<file path="src/rtl/bf_pkg.sv">
// Shared opcodes, error codes and state encoding for the bracket-matching pass.
package bf_pkg;

    localparam logic [7:0] OP_LBRACK = 8'h5B;
    localparam logic [7:0] OP_RBRACK = 8'h5D;

    typedef enum logic [1:0] {
        ERR_NONE           = 2'd0,
        ERR_UNDERFLOW      = 2'd1,
        ERR_OVERFLOW       = 2'd2,
        ERR_UNMATCHED_OPEN = 2'd3
    } err_code_t;

    typedef enum logic [2:0] {
        ST_IDLE    = 3'd0,
        ST_FETCH   = 3'd1,
        ST_EXAMINE = 3'd2,
        ST_WR2     = 3'd3,
        ST_DONE    = 3'd4,
        ST_ERROR   = 3'd5
    } bm_state_t;

endpackage

</file>
<file path="src/rtl/bracket_matcher_addr_stack.sv">
// LIFO of program addresses holding the currently open brackets.
// top is combinational and reads as zero while the stack is empty.
module addr_stack #(
    parameter int unsigned DEPTH = 64,
    parameter int unsigned WIDTH = 12
) (
    input  logic             clk,
    input  logic             resetn,
    input  logic             clear,
    input  logic             push,
    input  logic             pop,
    input  logic [WIDTH-1:0] din,
    output logic [WIDTH-1:0] top,
    output logic             empty,
    output logic             full
);

    localparam int unsigned CW = $clog2(DEPTH + 1);
    localparam int unsigned IW = (DEPTH > 1) ? $clog2(DEPTH) : 1;

    logic [CW-1:0]    count;
    logic [WIDTH-1:0] mem [DEPTH];
    logic             do_push;
    logic             do_pop;

    assign empty   = (count == '0);
    assign full    = (count == CW'(DEPTH));
    assign do_push = push && !full && !clear;
    assign do_pop  = pop && !empty && !clear;
    assign top     = empty ? '0 : mem[IW'(count - CW'(1))];

    // Occupancy counter; clear wins over any push/pop request.
    always_ff @(posedge clk or negedge resetn) begin
        if (!resetn) begin
            count <= '0;
        end else if (clear) begin
            count <= '0;
        end else if (do_push) begin
            count <= count + CW'(1);
        end else if (do_pop) begin
            count <= count - CW'(1);
        end
    end

    always_ff @(posedge clk) begin
        if (do_push) begin
            mem[IW'(count)] <= din;
        end
    end

endmodule

</file>
<file path="src/rtl/bracket_matcher.sv">
// Post-load scan of program RAM that pairs [ and ] and fills the jump table.
// Each ] produces two single-cycle writes: close->open, then open->close.
module bracket_matcher
    import bf_pkg::*;
#(
    parameter int unsigned PROG_ADDR_WIDTH = 12,
    parameter int unsigned PROG_LEN        = 4095,
    parameter int unsigned STACK_DEPTH     = 64
) (
    input  logic                       clk,
    input  logic                       resetn,
    input  logic                       start,
    output logic [PROG_ADDR_WIDTH-1:0] prog_rd_addr,
    input  logic [7:0]                 prog_rd_data,
    output logic                       jt_we,
    output logic [PROG_ADDR_WIDTH-1:0] jt_addr,
    output logic [PROG_ADDR_WIDTH-1:0] jt_wr,
    output logic                       busy,
    output logic                       done,
    output logic                       error,
    output logic [1:0]                 err_code,
    output logic [PROG_ADDR_WIDTH-1:0] err_addr
);

    localparam int unsigned AW = PROG_ADDR_WIDTH;
    localparam logic [AW-1:0] LAST_ADDR = AW'(PROG_LEN);

    bm_state_t   state;
    logic        start_r;
    logic        start_q;
    logic        start_rise;
    logic [AW-1:0] addr;
    logic [AW-1:0] partner;
    logic        done_q;
    logic        error_q;
    err_code_t   err_code_q;
    logic [AW-1:0] err_addr_q;

    logic        st_clear;
    logic        st_push;
    logic        st_pop;
    logic [AW-1:0] st_top;
    logic        st_empty;
    logic        st_full;

    logic        is_lb;
    logic        is_rb;
    logic        at_last;

    assign start_rise = start_r && !start_q;
    assign is_lb      = (prog_rd_data == OP_LBRACK);
    assign is_rb      = (prog_rd_data == OP_RBRACK);
    assign at_last    = (addr == LAST_ADDR);

    assign prog_rd_addr = addr;
    assign busy         = (state == ST_FETCH) || (state == ST_EXAMINE) || (state == ST_WR2);
    assign done         = done_q;
    assign error        = error_q;
    assign err_code     = err_code_q;
    assign err_addr     = err_addr_q;

    addr_stack #(
        .DEPTH (STACK_DEPTH),
        .WIDTH (AW)
    ) u_stack (
        .clk    (clk),
        .resetn (resetn),
        .clear  (st_clear),
        .push   (st_push),
        .pop    (st_pop),
        .din    (addr),
        .top    (st_top),
        .empty  (st_empty),
        .full   (st_full)
    );

    // Stack control and jump-table write port, decoded from the current state.
    always_comb begin
        st_clear = 1'b0;
        st_push  = 1'b0;
        st_pop   = 1'b0;
        jt_we    = 1'b0;
        jt_addr  = '0;
        jt_wr    = '0;
        case (state)
            ST_IDLE, ST_DONE, ST_ERROR: begin
                st_clear = start_rise;
            end
            ST_EXAMINE: begin
                if (is_lb && !st_full) begin
                    st_push = 1'b1;
                end
                if (is_rb && !st_empty) begin
                    st_pop  = 1'b1;
                    jt_we   = 1'b1;
                    jt_addr = addr;
                    jt_wr   = st_top;
                end
            end
            ST_WR2: begin
                jt_we   = 1'b1;
                jt_addr = partner;
                jt_wr   = addr;
            end
            default: ;
        endcase
    end

    // Both start flops reset high so a start held across reset is not a new edge.
    always_ff @(posedge clk or negedge resetn) begin
        if (!resetn) begin
            state      <= ST_IDLE;
            start_r    <= 1'b1;
            start_q    <= 1'b1;
            addr       <= '0;
            partner    <= '0;
            done_q     <= 1'b0;
            error_q    <= 1'b0;
            err_code_q <= ERR_NONE;
            err_addr_q <= '0;
        end else begin
            start_r <= start;
            start_q <= start_r;
            case (state)
                ST_IDLE, ST_DONE, ST_ERROR: begin
                    if (start_rise) begin
                        state      <= ST_FETCH;
                        addr       <= '0;
                        done_q     <= 1'b0;
                        error_q    <= 1'b0;
                        err_code_q <= ERR_NONE;
                        err_addr_q <= '0;
                    end
                end
                ST_FETCH: begin
                    state <= ST_EXAMINE;
                end
                ST_EXAMINE: begin
                    if (is_rb) begin
                        if (st_empty) begin
                            state      <= ST_ERROR;
                            error_q    <= 1'b1;
                            err_code_q <= ERR_UNDERFLOW;
                            err_addr_q <= addr;
                        end else begin
                            partner <= st_top;
                            state   <= ST_WR2;
                        end
                    end else if (is_lb && st_full) begin
                        state      <= ST_ERROR;
                        error_q    <= 1'b1;
                        err_code_q <= ERR_OVERFLOW;
                        err_addr_q <= addr;
                    end else if (!at_last) begin
                        addr  <= addr + AW'(1);
                        state <= ST_FETCH;
                    end else if (is_lb) begin
                        // The bracket just pushed is the unmatched top of stack.
                        state      <= ST_ERROR;
                        error_q    <= 1'b1;
                        err_code_q <= ERR_UNMATCHED_OPEN;
                        err_addr_q <= addr;
                    end else if (st_empty) begin
                        state  <= ST_DONE;
                        done_q <= 1'b1;
                    end else begin
                        state      <= ST_ERROR;
                        error_q    <= 1'b1;
                        err_code_q <= ERR_UNMATCHED_OPEN;
                        err_addr_q <= st_top;
                    end
                end
                ST_WR2: begin
                    if (!at_last) begin
                        addr  <= addr + AW'(1);
                        state <= ST_FETCH;
                    end else if (st_empty) begin
                        state  <= ST_DONE;
                        done_q <= 1'b1;
                    end else begin
                        state      <= ST_ERROR;
                        error_q    <= 1'b1;
                        err_code_q <= ERR_UNMATCHED_OPEN;
                        err_addr_q <= st_top;
                    end
                end
                default: begin
                    state <= ST_IDLE;
                end
            endcase
        end
    end

endmodule

</file>
<file path="config.mk">
export PLATFORM = sky130hd
export DESIGN_NAME = bracket_matcher
export DESIGN_NICKNAME = d
export VERILOG_FILES = /design/src/rtl/bf_pkg.sv /design/src/rtl/bracket_matcher_addr_stack.sv /design/src/rtl/bracket_matcher.sv
export SDC_FILE = /design/constraint.sdc
export NUM_CORES = 1
export LEC_CHECK = 0
export CORE_MARGIN = 5
export CORE_UTILIZATION = 40
export DETAILED_ROUTE_END_ITERATION = 10
export GPL_ROUTABILITY_DRIVEN = 0
export PLACE_DENSITY = 0.52
export SLEW_MARGIN = 10
export SYNTH_ARGS = -nofsm -noshare
export SYNTH_HDL_FRONTEND = slang
export SYNTH_SLANG_ARGS = --single-unit
</file>
<file path="constraint.sdc">
create_clock -name clk -period 4.71 [get_ports clk]
set_input_delay 0.7065 -clock clk [delete_from_list [all_inputs] [get_ports clk]]
set_output_delay 0.7065 -clock clk [all_outputs]
set_load 0.05 [all_outputs]
</file>
### Word-level counts from Yosys, hierarchy flattened

Memory sizes are Yosys's and may differ from the RTL's.
Cells that the tools add are included.

| storage, ports and cells | value |
|---|---|
| memories | 1 |
| register bits | 52 |
| bits in latches | 0 |
| bits in read-only memories | 0 |
| bits in writable memories | 768 |
| output and inout bits | 54 |

| cells by class | value |
|---|---|
| equal/unequal tests | 17 |
| bitwise gates (word level) | 1 |
| reduce and logical (&&, ||, !) cells | 23 |
| divide/modulo/power cells | 0 |
| $mul | 0 |
| multiplexer cells | 63 |
| magnitude comparators | 0 |
| shift operators | 0 |
| add/sub/neg operators | 3 |

Memories:

| name | words | width | rd ports | clocked after memory_dff | wr ports | line | source |
|---|---|---|---|---|---|---|---|
| u_stack.mem | 64 | 12 | 1 | 0 | 1 | bracket_matcher_addr_stack.sv:22 | `logic [WIDTH-1:0] mem [DEPTH];` |

Operators by type and width:

| cell | number |
|---|---|
| 2-to-1 mux 12 bit | 14 |
| case mux 12 bit (3 select lines) | 2 |
| case mux 12 bit (2 select lines) | 2 |
| 2-to-1 mux 1 bit | 23 |
| 2-to-1 mux 7 bit | 3 |
| 2-to-1 mux 3 bit | 6 |
| equality test 8 x 7 -> 1 bit (second input constant) | 2 |
| 2-to-1 mux 2 bit | 8 |
| adder 12 x 1 -> 12 bit (second input constant) | 1 |
| equality test 12 bit (second input constant) | 1 |
| inequality test 2 bit (second input constant) | 6 |
| case mux 3 bit (4 select lines) | 1 |
| logical AND 1 bit | 8 |
| adder 7 x 1 -> 7 bit (second input constant) | 1 |
| equality test 7 bit (second input constant) | 1 |
| zero test 7 bit | 1 |
| AND reduction 7 bit | 1 |
| subtractor 7 x 1 -> 7 bit (second input constant) | 1 |
| equality test 3 x 2 -> 1 bit (second input constant) | 2 |
| equality test 3 bit (second input constant) | 2 |
| case mux 1 bit (3 select lines) | 2 |
| case mux 2 bit (3 select lines) | 1 |
| nonzero test 3 bit | 2 |
| AND reduction 5 bit | 1 |
| other kinds (11) | 15 |

### Longest topological paths before layout

| depth | value |
|---|---|
| depth in word-level cells | 10 |
| depth in mapped cells | 16 |
| gate-level depth less buffers | 8 |

### By module

A second synthesis with hierarchy kept.

| second synthesis, totals | value |
|---|---|
| cells, all modules | 1,819 |
| area total of the unflattened synthesis | 33,328.2 um^2 |

By module, submodules not included:

| module | cells each | seq. area each (um^2) | area each (um^2) | times used |
|---|---|---|---|---|
| addr_stack | 1,553 | 23,237.3 | 30,564.3 | 1 |
| bracket_matcher | 266 | 1,128.6 | 2,763.9 | 1 |

### Least setup slack after synthesis

Ideal clock, no wire load.

| timing | value |
|---|---|
| kind | reg2out |
| start | register u_stack.count[0] |
| end | output port jt_wr[7] |
| cell stages (with the launch flop) | 15 |
| path buffers | 6 |
| slack | 350 ps |
| arrival time | 3,653 ps |
| cells stage by stage | dfrtp_1 > buf_6 > buf_4 > buf_6 > clkinv_1 > clkbuf_1 > ha_1 > buf_6 > xor2_4 > buf_6 > mux4_2 > mux2_2 > o211ai_1 > a22oi_2 > a22o_1 |

| on the way | value |
|---|---|
| cells in the longest elaborated chain, start to end | 5 |
| elaborated cells between the ends (all ways) | 8 |
| those cells by class | 1 x add/sub; 3 x mux; 3 x reduce/logical; 1 x memory |

RTL lines:

| item | line | source |
|---|---|---|
| from (decl) | bracket_matcher_addr_stack.sv:21 | `logic [CW-1:0] count;` |
| from (signal assigned) | bracket_matcher_addr_stack.sv:39 | `count <= count + CW'(1);` |
| from (signal assigned) | bracket_matcher_addr_stack.sv:41 | `count <= count - CW'(1);` |
| subtractor 7 x 1 -> 7 bit / zero test 7 bit (equally long branches) | bracket_matcher_addr_stack.sv:30, bracket_matcher_addr_stack.sv:26 |  |
| memory read (64 x 12 bit) / zero test 1 bit (equally long branches) | - |  |
| 2-to-1 mux 12 bit / logical AND 1 bit (equally long branches) | bracket_matcher_addr_stack.sv:30, bracket_matcher.sv:93 |  |
| 2-to-1 mux 12 bit * | bracket_matcher.sv:93 | `if (is_rb && !st_empty) begin` |
| case mux 12 bit (2 select lines) * | bracket_matcher.sv:85 | `case (state)` |
| to (decl) | bracket_matcher.sv:17 | `output logic [PROG_ADDR_WIDTH-1:0] jt_wr,` |

Mark *: on every way between the ends. The rest lies on a longest branch, timed or not.

### Worst setup path after layout

| timing | value |
|---|---|
| start | register u_stack.count[0] |
| end | output port jt_wr[5] |

Same word-level chain as after synthesis.

==> flow_metrics.tcl <==
set metrics [dict create \
    status "finished clean" \
    critPathBufInv 5 \
    worst_slack_ns 0.100 \
    path_clk_slew_ns 0.06 \
    r2r_start "state[1]$_DFFE_PN0P_" \
    drive_above_1_share_pct 29.0 \
    power_density_nw_per_um2 426 \
    synth_area_leaders "edfxtp_1 (69%), mux4_2 (13%), dfrtp_1 (3.7%), mux2i_1 (1.9%), nor2_1 (1.3%)" \
    rsz0062_at_grt "false" \
    regArea_um2 24400 \
    synth-edff-count 768 \
    tritoncts "built" \
    busiest_layer "met2" \
    min_period_over_period_pct 97.9 \
    relSlewSlack_pct 22.9 \
    syn_to_final_growth_pct 16.8 \
    grtUsageTotal_pct 19.6 \
    swShare_pct 24.7 \
    synth_area_um2 33400 \
    intPower_w 0.0125 \
    syn-num-nets 1735 \
    grt_max_degree 82 \
    p_switching_w 0.00410 \
    cts_buffers 83 \
    synth_area_leader_cell "edfxtp_1" \
    worst_pin_slew_ns 1.15 \
    htree_num_levels 3 \
    dp_hpwl_um 54800 \
    setup_viol 0 \
    layout.nets 1909 \
    use_met3_pct 3.84 \
    crit_chain "clkinv_1, ha_4, buf_12, bufbuf_16, buf_4, mux4_2, mux2_2, o211ai_1, a22oi_2, a22o_1, buf_4" \
    cp_max_fo 24 \
    ff2ff_path_depth 6 \
    synthSimpleGateAreaFrac_pct 3.64 \
    die-width_um 299 \
    viasPerCell 5.74 \
    grt_pass1_vias 17400 \
    worstHoldPathType "in -> async" \
    grt_util_met1_pct 28.8 \
    synthMuxAreaShare_pct 16.0 \
    post_synth_xor_area_fraction_pct 0.505 \
    r2r-end "u_stack.mem[58][6]$_DFFE_PP_" \
    drtIter0Drc 1921 \
    drc_errors 0 \
    antenna_cells 0 \
    grt-ovfl-total 0 \
    synth-seq-area-share_pct 72.9 \
    num_vias 17500 \
    required_ns 4.00 \
    pre_cts_slack_ns 0.521 \
    crit_top_cell "buf_4" \
    synth-main-ff-cell "edfxtp_1" \
    synth_top_family_by_area "multiplexers" \
    critical_path_arrival_ns 3.90 \
    seq_power_share_pct 50.3 \
    drt_pass1_iterations 6 \
    synth_area_per_cell_um2 19.4 \
    die_h_um 299 \
    slowest_stage "dfrtp_4" \
    fin_skew_ns 0.0243 \
    final_max_slew_viol_count 0 \
    grt_first_pass_wirelength_um 129000 \
    worstSkewPairLatency_ns 0.62 \
    port_buffers 64 \
    p_clk_share_pct 38.3 \
    max-vdd-ir-drop_v 0.000289 \
    synth_top_area_share_pct 69.0 \
    p_leak_nw 13.3 \
    drv_cap 0 \
    ys_types 72 \
    tns_ns 0 \
    clock-sinks 820 \
    use_met2_pct 31.1 \
    end_kind "output port" \
    finalHoldViolCount 0 \
    wirelength_um 89200 \
    nFillCells 7012 \
    crit_path_start_kind "register" \
    async_reset_ff_share_pct 6.34 \
    core_um2 83300 \
    critPathTopFamily "buffers and inverters" \
    cts_hold_buf 0 \
    combPwrFrac_pct 11.3 \
    antenna_found_initial 1 \
    total_power_w 0.0166 \
    fp.dieArea_um2 89400 \
    ios 65 \
    synth-compound-area-share_pct 4.91 \
    rows 106 \
    fmaxAchievable_mhz 217 \
    crit_type "reg -> out" \
    max_stage_delay_ns 0.48 \
    wl_per_cell_um 29.3 \
    fin_hold_ws_ns 0.174 \
    initial_core_util_pct 40.1 \
    ant_nets 0 \
    period_minus_slack_ns 4.61 \
    ys_ff_latch 820 \
    r2r_slack_ns 1.03 \
    synthCells 1721 \
    multi_input_area_um2 8500 \
    yosysWarnings 0 \
    clock-root-buffer "clkbuf_16" \
    synthAdderAreaFrac_pct 0.112 \
    cts.path.max_buffers 3 \
]
## routing by layer
layer / part of all wire (%) / vias up
met3: 6.1 / 123
li1: - / 7421
met1: 44 / 9331
met4: 1.8 / 2
met2: 48 / 577
met5: 0.015 / -
## worst max-delay path by stage
stage / slack (ns) / to / startpoint / cells past startpoint
after floorplan: 0.35 / jt_wr[7] / u_stack.count[0]$_DFFE_PN0P_ / 14
after global placement: 0.52 / jt_wr[11] / u_stack.count[0]$_DFFE_PN0P_ / 8
after detailed placement: 0.52 / jt_wr[4] / u_stack.count[0]$_DFFE_PN0P_ / 10
after CTS: 0.002 / jt_wr[4] / u_stack.count[0]$_DFFE_PN0P_ / 10
after global routing: 0.00005 / jt_wr[5] / u_stack.count[0]$_DFFE_PN0P_ / 11
final: 0.10 / jt_wr[5] / u_stack.count[0]$_DFFE_PN0P_ / 11
## area by class of cell
| type | instances | area share, % |
|---|---|---|
| sequential | 820 | 62.5 |
| multi-input combinational | 768 | 21.8 |
| clock buffer | 114 | 5.83 |
| timing repair buffer | 200 | 5.30 |
| tap | 1080 | 3.46 |
| clock inverter | 37 | 0.901 |
| inverter | 22 | 0.212 |
## worst reg2reg max path, stage by stage (launching register included)
cell and delay (ns):
dfrtp_1 0.58, nor3b_2 0.37, nand3_1 0.43, a211oi_1 0.46, nand4_1 0.49, nor2_1 0.72, buf_4 0.32
## flip-flops by register name (all words and copies together), names as in the netlist
signal,flops
start_q,1
done,1
partner,12
err_code,2
err_addr,12
start_r,1
u_stack.mem,768
state,3
u_stack.count,7
prog_rd_addr,12
error,1
## synthesized netlist by cell type (24+ instances only)
cell type  number
nand3_1        33
edfxtp_1      768
mux2i_1        65
a22o_1         39
o21ai_0        24
a21oi_1        41
nor2_1        113
mux2_2         24
mux4_2        194
buf_2          34
dfrtp_1        50
o211ai_1       28
nand2_1        33
clkbuf_1       54
## layout by cell type, fill, tap and decap left out, drive strengths merged, types with 21 or more instances in the layout
cell type	instances
a21oi	42
a22o	39
a22oi	24
buf	156
clkbuf	116
clkdlybuf4s50	38
clkinv	28
dfrtp	50
edfxtp	768
inv	22
mux2	24
mux2i	65
mux4	196
nand2	33
nand3	33
nor2	114
nor3	21
o211ai	28
o21ai	29
## logic make-up (layout without fill, tap and decap cells)
family,after synthesis,count (layout)
flip-flops,820,820
multiplexers,285,285
AND/OR/NAND/NOR,252,252
AO/OA/AOI/OAI,213,213
buffers and inverters,133,373
XOR/XNOR,15,15
adder cells (fa/ha/maj),3,3
## timing repair
| action | in CTS | in global routing |
|---|---|---|
| endpoints found under the setup margin | 12 | 11 |
| pin swaps | 3 | 4 |
| setup buffers | 3 | 5 |
| gates cloned | 5 | 2 |
| gates resized for setup | 16 | 13 |
## power groups by stage
stage	clock, W	sequential [W]	combinational (W)
5_1_grt	0.00684	0.00837	0.00201
3_3_place_gp	0	0.00852	0.00180
3_5_place_dp	0	0.00852	0.00184
4_1_cts	0.00655	0.00836	0.00188
6_report	0.00637	0.00837	0.00189
2_1_floorplan	0	0.00883	0.000784
## stage by stage
step / utilization, % / instances / area [um^2]
finish: 46.8 / 3041 / 39000
detailed placement: 43.2 / 2875 / 36000
CTS: 46.7 / 3034 / 38900
floorplan: - / 1721 / 33400
global placement: 43.2 / 2875 / 36000
global route: 46.8 / 3041 / 39000
Power figures use the tool's default switching activity.
